**config.mk**
```make
export PLATFORM = sky130hd
export DESIGN_NAME = dn_loader_ctrl
export DESIGN_NICKNAME = d
export VERILOG_FILES = /design/src/rtl/dn_loader_ctrl.sv
export SDC_FILE = /design/constraint.sdc
export NUM_CORES = 1
export LEC_CHECK = 0
export CORE_MARGIN = 2
export CORE_UTILIZATION = 48
export CTS_BUF_LIST = sky130_fd_sc_hd__clkbuf_4 sky130_fd_sc_hd__clkbuf_8 sky130_fd_sc_hd__clkbuf_16
export DETAILED_ROUTE_END_ITERATION = 7
export PLACE_DENSITY = 0.91
export SYNTH_ARGS = -nofsm -noshare
export SYNTH_HDL_FRONTEND = slang
export SYNTH_SLANG_ARGS = --single-unit
```
**constraint.sdc**
```tcl
create_clock -name clk_sys -period 4.84 [get_ports clk_sys]
set_input_delay 0.484 -clock clk_sys [delete_from_list [all_inputs] [get_ports clk_sys]]
set_output_delay 0.484 -clock clk_sys [all_outputs]
set_load 0.1 [all_outputs]
```
**src/rtl/dn_loader_ctrl.sv**
```systemverilog
// Download sequencer: moves ioctl bytes through a one-entry buffer onto the shared
// memory port, arbitrates that port with the CPU and holds the core in reset while loading.
module dn_loader_ctrl #(
   parameter int         ADDR_W   = 14,
   parameter int         DATA_W   = 8,
   parameter logic [7:0] DN_INDEX = 8'd0,
   parameter int         POST_RST = 16
) (
   input  logic              clk_sys,
   input  logic              reset,
   input  logic              ioctl_download,
   input  logic              ioctl_wr,
   input  logic [24:0]       ioctl_addr,
   input  logic [DATA_W-1:0] ioctl_dout,
   input  logic [7:0]        ioctl_index,
   output logic              ioctl_wait,
   input  logic              cpu_req,
   input  logic              cpu_we,
   input  logic [ADDR_W-1:0] cpu_addr,
   input  logic [DATA_W-1:0] cpu_din,
   output logic              cpu_ack,
   output logic              mem_en,
   output logic              mem_we,
   output logic [ADDR_W-1:0] mem_addr,
   output logic [DATA_W-1:0] mem_din,
   input  logic              mem_ready,
   output logic              core_reset,
   output logic [ADDR_W:0]   dn_count,
   output logic              dn_err
);

   localparam int CNT_W = $clog2(POST_RST + 1);

   typedef enum logic [2:0] {
      S_IDLE,
      S_LOAD,
      S_LOAD_IGN,
      S_HOLD,
      S_RUN
   } state_t;

   state_t              r_state;
   state_t              w_state_next;
   logic                r_dl_prev;
   logic                r_buf_full;
   logic [ADDR_W-1:0]   r_buf_addr;
   logic [DATA_W-1:0]   r_buf_data;
   logic [CNT_W-1:0]    r_hold_cnt;
   logic [ADDR_W:0]     r_dn_count;
   logic                r_dn_err;
   logic                r_cpu_busy;
   logic                r_cpu_ack;

   logic                w_rise;
   logic                w_match;
   logic                w_addr_ok;
   logic                w_cpu_go;
   logic                w_buf_done;
   logic                w_wr_live;
   logic                w_cap;
   logic                w_bad;
   logic                w_start;
   logic                w_enter_hold;

   always_ff @(posedge clk_sys or posedge reset) begin
      if (reset) r_state <= S_IDLE;
      else       r_state <= w_state_next;
   end

   always_comb begin
      w_rise       = ioctl_download & ~r_dl_prev;
      w_match      = (ioctl_index == DN_INDEX);
      w_addr_ok    = ((ioctl_addr >> ADDR_W) == 25'd0);
      w_state_next = r_state;
      case (r_state)
         S_IDLE:     if (w_rise) w_state_next = w_match ? S_LOAD : S_LOAD_IGN;
         S_LOAD:     if (!ioctl_download && !r_buf_full) w_state_next = S_HOLD;
         S_LOAD_IGN: if (!ioctl_download) w_state_next = S_HOLD;
         S_HOLD:     if (r_hold_cnt <= CNT_W'(1)) w_state_next = S_RUN;
         S_RUN:      if (w_rise && w_match) w_state_next = S_LOAD;
         default:    w_state_next = S_IDLE;
      endcase
      w_start      = (w_state_next == S_LOAD) && (r_state != S_LOAD);
      w_enter_hold = (w_state_next == S_HOLD) && (r_state != S_HOLD);

      // A CPU access that was presented but not yet accepted keeps the port,
      // even if a download started meanwhile; a fresh request loses to a download rise.
      w_cpu_go   = r_cpu_busy |
                   ((r_state == S_RUN) & cpu_req & ~r_cpu_ack & ~(w_rise & w_match));
      w_buf_done = r_buf_full & ~w_cpu_go & mem_ready;

      w_wr_live = (r_state == S_LOAD) & ioctl_wr & ioctl_download;
      w_cap     = w_wr_live & ~r_buf_full & w_addr_ok;
      w_bad     = w_wr_live & ~w_cap;

      mem_en   = 1'b0;
      mem_we   = 1'b0;
      mem_addr = '0;
      mem_din  = '0;
      if (w_cpu_go) begin
         mem_en   = 1'b1;
         mem_we   = cpu_we;
         mem_addr = cpu_addr;
         mem_din  = cpu_din;
      end else if (r_buf_full) begin
         mem_en   = 1'b1;
         mem_we   = 1'b1;
         mem_addr = r_buf_addr;
         mem_din  = r_buf_data;
      end
   end

   always_ff @(posedge clk_sys or posedge reset) begin
      if (reset) begin
         r_dl_prev  <= 1'b0;
         r_buf_full <= 1'b0;
         r_buf_addr <= '0;
         r_buf_data <= '0;
         r_hold_cnt <= CNT_W'(POST_RST);
         r_dn_count <= '0;
         r_dn_err   <= 1'b0;
         r_cpu_busy <= 1'b0;
         r_cpu_ack  <= 1'b0;
      end else begin
         r_dl_prev  <= ioctl_download;
         r_cpu_busy <= w_cpu_go & ~mem_ready;
         r_cpu_ack  <= w_cpu_go & mem_ready;

         if (w_cap) begin
            r_buf_full <= 1'b1;
            r_buf_addr <= ioctl_addr[ADDR_W-1:0];
            r_buf_data <= ioctl_dout;
         end else if (w_buf_done) begin
            r_buf_full <= 1'b0;
         end

         if (w_enter_hold)           r_hold_cnt <= CNT_W'(POST_RST);
         else if (r_state == S_HOLD) r_hold_cnt <= r_hold_cnt - CNT_W'(1);

         if (w_start)                           r_dn_count <= '0;
         else if (w_buf_done && ~&r_dn_count)   r_dn_count <= r_dn_count + 1'b1;

         if (w_start)    r_dn_err <= 1'b0;
         else if (w_bad) r_dn_err <= 1'b1;
      end
   end

   assign ioctl_wait = r_buf_full;
   assign cpu_ack    = r_cpu_ack;
   assign core_reset = (r_state != S_RUN);
   assign dn_count   = r_dn_count;
   assign dn_err     = r_dn_err;

endmodule

```
==> results by group <==
Run status
  • Run status: finished, final reports clean

Clocking
  • Maximum count of clock buffers along a single path: 2
  • Skew-Pair Late Insertion Delay: 0.31 ns
  • CTS tree: yes
  • Clock root buffer: sky130_fd_sc_hd__clkbuf_8
  • Cts bufs inserted: 5
  • Number of H-tree levels: 2
  • Setup bufs post-CTS: 0
  • Post-CTS Resized: 0
  • # clock sinks: 50
  • Hold-fix buffers, CTS: 0
  • Register clock-pin slew on the reported worst setup and hold paths: roughly 0.090 ns

Yosys
  • Number of warnings issued by yosys: 0
  • Number of synthesized flops with an enable pin: 0
  • Top cell type by total area after synthesis: sky130_fd_sc_hd__dfrtp_1
  • Net count after synthesis: ~370
  • Top cells by area in the synthesized netlist: sky130_fd_sc_hd__dfrtp_1, sky130_fd_sc_hd__mux2_2, sky130_fd_sc_hd__nand2_1, sky130_fd_sc_hd__nand3_2, sky130_fd_sc_hd__nand3_1
  • Synth Cell Area: approximately 2900 µm²
  • Unique cell type count in the Yosys netlist: 53
  • Share of the synthesized area in the top cell type: a little over two fifths
  • Seq/Total Area, Yosys: 42.69%
  • Post-Syn Instances: 300
  • Predominant post-synthesis flop cell: sky130_fd_sc_hd__dfrtp_1
  • Async S/R FF share, synth: between 90% and 100%
  • Syn_area_per_cell: 9.780 µm²
  • Flop and latch count out of synthesis: 50

Timing
  • Number of pins with negative max-slew slack in the final report: 0
  • Actual slew at the worst max-slew pin: around 1.1 ns
  • Clock Skews: around 0.010 ns
  • Total Negative Setup Slacks: 0 ns
  • Worst path setup slack after routing: between 1 and 1.5 ns
  • Timing-limited maximum frequency: 273.1 MHz
  • Max-slew headroom at the worst pin: roughly 27%
  • Period utilisation layout: between 70% and 80%
  • Final setup violation count: 0
  • RSZ-0062 raised after global routing: false
  • Post-route minimum period: between 3 and 4 ns
  • Number of hold violations in the final report: 0

Finish
  • Footprint of the flip-flops and latches: 1252 µm²
  • Number of inserted diodes: 0
  • Layout cell share with drive strength beyond 1: 21.59%
  • Combined area of the multi-input logic cells: ~1500 µm²
  • Top library cells by usage in the layout, fill and taps aside: sky130_fd_sc_hd__clkdlybuf4s50_1, sky130_fd_sc_hd__nand2_1, sky130_fd_sc_hd__dfrtp_1, sky130_fd_sc_hd__buf_4, sky130_fd_sc_hd__mux2_2
  • Most common cell after layout, fill and taps aside: sky130_fd_sc_hd__clkdlybuf4s50_1
  • Net count reported at finish: between 400 and 500
  • P&R area growth vs syn: 38.81%
  • Total of fill cells in the finished design: 483

Power
  • VDD IR max: between 0.00015 and 0.0002 V
  • Leakage: 1.835 nW
  • Power per unit of standard cell area: 243.3 nW/µm²

Placement
  • I/O Buffers: ~110
  • Final RePlAce weighted congestion: between 0.8 and 0.9
  • Total half-perimeter wirelength after legalization and detailed placement: around 5.4 mm
  • Pre-CTS WS: 1.227 ns

Route
  • Violation count after the first detailed-route iteration: between 150 and 200
  • Detailed Routing Iterations Pass 1: 4
  • Drt via density: between 5 and 6
  • Average wire per cell in the routed design: roughly 15 µm
  • Overall routed net length: around 7.4 mm
  • Vias: 2639
  • Post-route ant nets: 0
  • # DRC: 0

Global routing
  • Vias in the first global route: between 2000 and 3000
  • Number of antenna violations at the first check in global routing: 0
  • Maximum number of pins on one net before global-route repair: 51
  • Tot GR Track Use: between 20% and 30%
  • Global-route congestion overflow total: 0
  • Global-route wire length before repair: about 12 mm

Setup path
  • Crit path capture type: output pin
  • Req. time, crit path: between 4 and 5 ns
  • Worst Path Arrival: between 3 and 4 ns
  • Critical Path Source Type: flip-flop
  • Count of buffer and inverter cells on the critical path: 1
  • Count of cell instances traversed by the critical path: 5
  • Worst Setup Path Type: reg2out
  • Cells along the critical path: or3b_4 > a311o_2 > and2_4 > nand2b_1 > clkdlybuf4s50_1
  • Worst path slowest cell: sky130_fd_sc_hd__clkdlybuf4s50_1
  • Cell type group with the largest total delay on the critical path: buffers and inverters
  • Logic depth of the worst register-to-register path: 4
  • Largest stage delay on the critical path: roughly 1.1 ns
  • Critical path fanouts, max: 26

Floorplan
  • Die Y: between 80 and 90 µm
  • Initial core utilization: roughly half
  • Area inside the core boundary: between 5000 and 6000 µm²
  • Die Width: 82.19 µm
  • Number of cell rows: 28
  • Number of top-level pins: between 100 and 150
  • Total die area: about 6800 µm²

Worst hold path
  • Number of instances on the worst hold path: 1
  • Class of the tightest hold or removal check: reg2reg

Run
  • Max capacitance violation total: 0
[cell type report]
cell class	instances	share of cell area [%]
Clock buffer	5	1.690
Tap cell	75	2.304
Clock inverter	3	0.6144
Sequential cell	50	30.75
Multi-Input combinational cell	226	37.79
Inverter	6	0.5530
Timing Repair Buffer	113	26.30
[report_power, final]
group / internal, mW / leakage (nW) / switching (mW)
sequential: 0.451 / 0.676 / 0.0361
combinational: 0.115 / 1.11 / 0.134
clock: 0.105 / 0.0447 / 0.150
[layer usage]
metal	global-route usage, %	part of all wire, %	wire [µm]	up-vias
met3	6.304	7.7	566	10
met4	8.833	1.5	112	0
li1	-	-	-	1272
met1	27.13	40	2930	1254
met5	0	0	0	-
met2	37.50	51	3741	103
[cell usage after synthesis, types with 2 or more instances]
| cell type | n |
|---|---|
| sky130_fd_sc_hd__mux2i_1 | 3 |
| sky130_fd_sc_hd__a21o_1 | 3 |
| sky130_fd_sc_hd__o311ai_0 | 2 |
| sky130_fd_sc_hd__nand2b_1 | 6 |
| sky130_fd_sc_hd__nor4_1 | 6 |
| sky130_fd_sc_hd__buf_2 | 11 |
| sky130_fd_sc_hd__and2_1 | 5 |
| sky130_fd_sc_hd__o41ai_1 | 4 |
| sky130_fd_sc_hd__buf_4 | 2 |
| sky130_fd_sc_hd__a31oi_1 | 2 |
| sky130_fd_sc_hd__nor3_1 | 3 |
| sky130_fd_sc_hd__ha_1 | 3 |
| sky130_fd_sc_hd__nor4_4 | 2 |
| sky130_fd_sc_hd__nor2_1 | 8 |
| sky130_fd_sc_hd__and2_4 | 2 |
| sky130_fd_sc_hd__dfrtp_1 | 49 |
| sky130_fd_sc_hd__and3_1 | 4 |
| sky130_fd_sc_hd__o211ai_1 | 3 |
| sky130_fd_sc_hd__inv_1 | 6 |
| sky130_fd_sc_hd__nand3_1 | 15 |
| sky130_fd_sc_hd__mux2_2 | 22 |
| sky130_fd_sc_hd__a21oi_1 | 10 |
| sky130_fd_sc_hd__nand3_2 | 19 |
| sky130_fd_sc_hd__nor2b_1 | 2 |
| sky130_fd_sc_hd__o21a_1 | 2 |
| sky130_fd_sc_hd__buf_6 | 3 |
| sky130_fd_sc_hd__o21ai_0 | 4 |
| sky130_fd_sc_hd__and4_1 | 2 |
| sky130_fd_sc_hd__nand2_1 | 64 |
| sky130_fd_sc_hd__o31ai_1 | 5 |
| sky130_fd_sc_hd__or4_1 | 6 |
[cells by family after synthesis]
kind of cell / synth area share, %
XOR/XNOR: 0.5971
AO/OA/AOI/OAI: 9.424
adder cells (fa/ha/maj): 1.279
buffers and inverters: 4.946
multiplexers: 9.467
AND/OR/NAND/NOR: 31.60
flip-flops: 42.69
[state kept, by name, summed over array words and instances (netlist names)]
register,count
dn_count,15
r_buf_addr,14
r_buf_data,8
r_hold_cnt,5
r_state,3
cpu_ack,1
dn_err,1
ioctl_wait,1
r_cpu_busy,1
r_dl_prev,1
[path summary, 6_finish.rpt]
path / from / to / slack, ns
max reg2reg: ioctl_wait / r_buf_addr[7] / 2.35
max in group asynchronous: reset / dn_count[4] / 3.46
min: r_state[2] / r_state[0] / 0.52
min reg2reg: r_state[2] / r_state[0] / 0.52
min in group asynchronous: reset / r_buf_data[2] / 0.73
max: r_state[0] / mem_en / 1.18
[metrics by stage]
step                power (mW)  cells  utilization (%)  hold WS, ns  cell area (µm²)
floorplan               0.6401    300                -       0.4659             2934
global placement        0.7264    470            67.20       0.4850             3979
detailed placement      0.7426    470            67.20       0.4954             3979
CTS                     0.9979    478            68.79       0.5203             4073
global route             1.044    478            68.79       0.5521             4073
finish                  0.9911    478            68.79       0.5166             4073
(Power assumes the default switching activity.)
